<file path="src/rtl/dmem_port_arbiter.sv">
`default_nettype none
// ============================================================================
// Module  : dmem_port_arbiter
// Brief   : Shares the single-ported DMEM between the CPU MEM stage (fixed
//           priority) and a DMA/debug master with starvation-bounded stalls.
// Revision: 1.0 - initial release
// ============================================================================
module dmem_port_arbiter #(
    parameter int ADDR_W   = 32,
    parameter int DATA_W   = 32,
    parameter int MAX_WAIT = 8,
    parameter int WAIT_W   = 4
) (
    input  logic              clock,
    input  logic              reset,
    input  logic              cpu_access,
    input  logic              cpu_we,
    input  logic [ADDR_W-1:0] cpu_addr,
    input  logic [DATA_W-1:0] cpu_wdata,
    output logic [DATA_W-1:0] cpu_rdata,
    output logic              cpu_stall,
    input  logic              dma_req,
    input  logic              dma_we,
    input  logic [ADDR_W-1:0] dma_addr,
    input  logic [DATA_W-1:0] dma_wdata,
    output logic              dma_ack,
    output logic [DATA_W-1:0] dma_rdata,
    output logic [ADDR_W-1:0] mem_addr,
    output logic [DATA_W-1:0] mem_wdata,
    output logic              mem_we,
    input  logic [DATA_W-1:0] mem_rdata
);

    localparam logic [1:0] c_st_idle  = 2'd0;
    localparam logic [1:0] c_st_wait  = 2'd1;
    localparam logic [1:0] c_st_stall = 2'd2;
    localparam logic [1:0] c_st_ack   = 2'd3;

    localparam logic [WAIT_W-1:0] c_max_wait = WAIT_W'(MAX_WAIT);
    localparam logic [WAIT_W-1:0] c_cnt_one  = WAIT_W'(1);

    logic [1:0]        r_state;
    logic [1:0]        w_state_nxt;
    logic [WAIT_W-1:0] r_cnt;
    logic [WAIT_W-1:0] w_cnt_nxt;
    logic [WAIT_W-1:0] w_cnt_inc;
    logic              w_arb_open;
    logic              w_dma_grant;
    logic              r_dma_ack;
    logic [DATA_W-1:0] r_dma_rdata;

    always_ff @(posedge clock or posedge reset) begin
        if (reset) begin
            r_state     <= c_st_idle;
            r_cnt       <= '0;
            r_dma_ack   <= 1'b0;
            r_dma_rdata <= '0;
        end else begin
            r_state   <= w_state_nxt;
            r_cnt     <= w_cnt_nxt;
            r_dma_ack <= w_dma_grant;
            if (w_dma_grant) begin
                r_dma_rdata <= mem_rdata;
            end
        end
    end

    always_comb begin
        w_arb_open  = (r_state == c_st_idle) || (r_state == c_st_wait);
        w_dma_grant = dma_req & ((w_arb_open & ~cpu_access) | (r_state == c_st_stall));
        w_cnt_inc   = r_cnt + c_cnt_one;
        w_state_nxt = r_state;
        w_cnt_nxt   = r_cnt;
        case (r_state)
            c_st_idle, c_st_wait: begin
                if (!dma_req) begin
                    w_state_nxt = c_st_idle;
                    w_cnt_nxt   = '0;
                end else if (!cpu_access) begin
                    w_state_nxt = c_st_ack;
                    w_cnt_nxt   = '0;
                end else begin
                    // Stall is forced on the MAX_WAIT-th blocked cycle, so cnt never passes MAX_WAIT
                    w_cnt_nxt   = w_cnt_inc;
                    w_state_nxt = (w_cnt_inc == c_max_wait) ? c_st_stall : c_st_wait;
                end
            end
            c_st_stall: begin
                w_state_nxt = c_st_ack;
                w_cnt_nxt   = '0;
            end
            default: begin
                w_state_nxt = c_st_idle;
                w_cnt_nxt   = '0;
            end
        endcase
    end

    always_comb begin
        cpu_stall = (r_state == c_st_stall);
        cpu_rdata = mem_rdata;
        dma_ack   = r_dma_ack;
        dma_rdata = r_dma_rdata;
        if (w_dma_grant) begin
            mem_addr  = dma_addr;
            mem_wdata = dma_wdata;
            mem_we    = dma_we;
        end else begin
            mem_addr  = cpu_addr;
            mem_wdata = cpu_wdata;
            mem_we    = cpu_we & cpu_access;
        end
    end

endmodule
`default_nettype wire

</file>
<file path="config.mk">
export PLATFORM = sky130hd
export DESIGN_NAME = dmem_port_arbiter
export DESIGN_NICKNAME = d
export VERILOG_FILES = /design/src/rtl/dmem_port_arbiter.sv
export SDC_FILE = /design/constraint.sdc
export NUM_CORES = 1
export LEC_CHECK = 0
export BUFFER_PORTS_ARGS = -buffer_cell sky130_fd_sc_hd__buf_4
export CORE_AREA = 4 4 112 114
export DETAILED_ROUTE_END_ITERATION = 10
export DIE_AREA = 0 0 116 118
export SLEW_MARGIN = 5
export SYNTH_ARGS = -nofsm -noshare
export SYNTH_HDL_FRONTEND = slang
export SYNTH_SLANG_ARGS = --single-unit
export TNS_END_PERCENT = 10
</file>
<file path="constraint.sdc">
create_clock -name clock -period 2.1 [get_ports clock]
set_input_delay 0.42 -clock clock [delete_from_list [all_inputs] [get_ports clock]]
set_output_delay 0.42 -clock clock [all_outputs]
set_load 0.01 [all_outputs]
</file>
==> results.toml <==
[routing]
route.detailed.drc = 0
finalWirelength_um = 9780
vias = 2576
first_iter_violations = 93
routed_via_density = 4.17
dr.pass1.iters = 3
avgRoutedWirePerCell_um = 15.8
antenna_left = 0

[critical_path]
crit_path_max_fanout = 28
critical_path_class = "flip-flop to output port"
worstPathRequired_ns = 1.68
crit_family = "multiplexers"
cp-end-kind = "output port"
path_cells = "mux2i_2 -> nand2_4 -> buf_12 -> mux2_4 -> buf_6"
reg2reg_setup_slack_ns = 0.40
crit_path_start_kind = "flip-flop"
slowest_stage = "dfrtp_1"
worstPathArrival_ns = 1.76
max_stage_delay_ns = 0.39
critical_path_buf_inv_count = 2

[logic_synthesis]
yosysTopAreaCell = "dfrtp_1"
syn_area_um2 = 2640
synth_cell_type_count = 21
ys.flop_type = "dfrtp_1"
ys_seq_area_frac = 0.370
synth_seq_cells = 39
yosysMostFrequentCell = "mux2_2"
netlist.area_leader.share = 0.370
synth_nets = 370
yosys-top-cells-count = "mux2_2 (67), dfrtp_1 (39), buf_4 (32)"
synth_area_leaders = "dfrtp_1 (37%), mux2_2 (29%), mux2_4 (17%)"
yosys_warnings = 0
synth-edff-count = 0
synthCells = 203
syn_area_per_cell_um2 = 13.0
synthArstFlopShare = 1.00

[placement]
place.gp.congestion = 0.814
dpl.cell_count = 608
port_buffers = 296
hpwl_um = 8350

[power_and_ir_drop]
p_sw_uw = 1310
pwr_density_cell_nw_per_um2 = 850
irDropWorstVdd_v = 0.000444
pwr-share-comb = 0.522
switching_share = 0.304
clkPwrFrac = 0.205
p_leak_uw = 0.00265
p_int_uw = 2990
p_seq_frac = 0.273

[final_layout]
diodes = 0
syn_to_final_growth_pct = 91.9
final_layout_size_suffix_gt1_frac = 0.874
nNetsFinal = 641
final_cells = 618

[timing]
clock_skew_ns = 0.0126
fin_setup_tns_ns = -3.38
whs_ns = 0.175
worst_pin_slew_ns = 0.529
period_minus_slack_ns = 2.18
fin_crit_sh = 1.04
slew_headroom = 0.647
setup_viol = 64
fmax_mhz = 459
setup_slack_ns = -0.0798
rsz0062_at_grt = "yes"
slew_violations = 0
finalHoldViolCount = 0

[global_routing]
grt_pass1_wl_um = 14300
grt_use_total = 0.133
grt_max_degree = 35
first_global_vias = 2704
antenna_found_initial = 0
overflow = 0

[die]
core_um2 = 11400
die_h_um = 118
start_util = 0.231
fp.dieW_um = 116
die-area_um2 = 13700
core.rowCount = 39
io_pins = 297

[clock_tree]
h-tree-depth = 2
root_buffer = "clkbuf_16"
cts.clk_slew.worst_paths_ns = 0.07
cts.sinks = 39
cts_tree = "yes"
cts_buffer_depth = 2
clkLatencyLatePin_ns = 0.28
cts_made_buffers = 5

[hold_path]
hold_class = "primary input to asynchronous set/reset pin"

[job]
maxCapViolations = 0

[status]
violations = "negative setup slack"
outcome = "finished with violations"
[cells in the final DEF (no fill, tap or decap)]
cell,instances
nand2_1,3
inv_2,1
a31o_2,1
nor2b_1,1
mux2i_2,1
xnor2_1,1
inv_1,2
buf_6,14
buf_12,2
xor2_1,2
nand3_1,2
dfrtp_1,39
mux2_4,29
bufinv_16,1
nand4b_1,1
o22a_1,1
nand2_4,1
clkinvlp_4,1
a21oi_1,2
clkbuf_16,5
and3_1,1
buf_4,290
nor2_1,3
ha_1,1
nor2b_2,1
inv_6,1
o21ai_0,1
mux2_2,67
[layout make-up]
type,count,area [um^2]
Fill cell,1091,6360
Timing Repair Buffer,306,2370
Multi-Input combinational cell,119,1350
Sequential cell,39,976
Tap cell,143,179
Clock buffer,5,125
Clock inverter,3,46.3
Inverter,3,11.3
[final timing paths]
kind,from,endpoint,cells past startpoint
worst min-delay path,reset,r_state[0]$_DFF_PP0_,2
worst max register to register,r_state[1]$_DFF_PP0_,dma_rdata[18]$_DFFE_PP0P_,5
worst max-delay path,r_state[1]$_DFF_PP0_,mem_addr[17],5
worst min register to register,r_cnt[0]$_DFF_PP0_,r_cnt[0]$_DFF_PP0_,1
max in group asynchronous,reset,dma_rdata[10]$_DFFE_PP0P_,3
min in group clock,mem_rdata[26],dma_rdata[26]$_DFFE_PP0P_,2
[routing by layer]
layer | wire [um] | share of wire | track usage | up-vias
met2 | 5390 | 0.55 | 0.252 | 153
met4 | 146 | 0.015 | 0.0399 | 0
met5 | 0 | 0 | 0 | -
met3 | 1020 | 0.10 | 0.0350 | 10
met1 | 3220 | 0.33 | 0.139 | 1191
li1 | - | - | - | 1222
[through the flow]
stage | cell area, um^2 | utilization | worst slack [ns] | power [uW]
after detailed placement | 4820 | 0.422 | 0.0612 | 3410
after global routing | 5060 | 0.443 | -0.154 | 4550
after CTS | 5060 | 0.443 | -0.0798 | 4380
after global placement | 4820 | 0.422 | 0.0988 | 3390
after floorplan | 2640 | - | 0.352 | 2300
final | 5060 | 0.443 | -0.0798 | 4300
[sequential cells by signal, summed over array words and instances (netlist names)]
register and flops:
r_cnt 4, dma_rdata 32, r_state 2, dma_ack 1
[what timing repair did]
action	4_1_cts	5_1_grt
hold buffers	0	0
resized for setup	15	1
setup buffers	2	0
pin swaps	0	0
endpoints found under the setup margin	64	65
[cell families after synthesis]
family / synth area share
simple gates: 0.0242
mux: 0.455
flops: 0.370
fa+ha+maj: 0.00474
compound gates: 0.0123
buf+inv: 0.124
xor+xnor: 0.00996
[power by group through the flow]
| stage | clock (uW) | sequential, uW | combinational (uW) |
|---|---|---|---|
| final | 881 | 1170 | 2250 |
| after floorplan | 0 | 1300 | 996 |
| after global placement | 0 | 1180 | 2210 |
| after detailed placement | 0 | 1190 | 2220 |
| after global routing | 942 | 1210 | 2390 |
| after CTS | 917 | 1170 | 2290 |
Note: power is estimated with default switching activity, not from simulation.
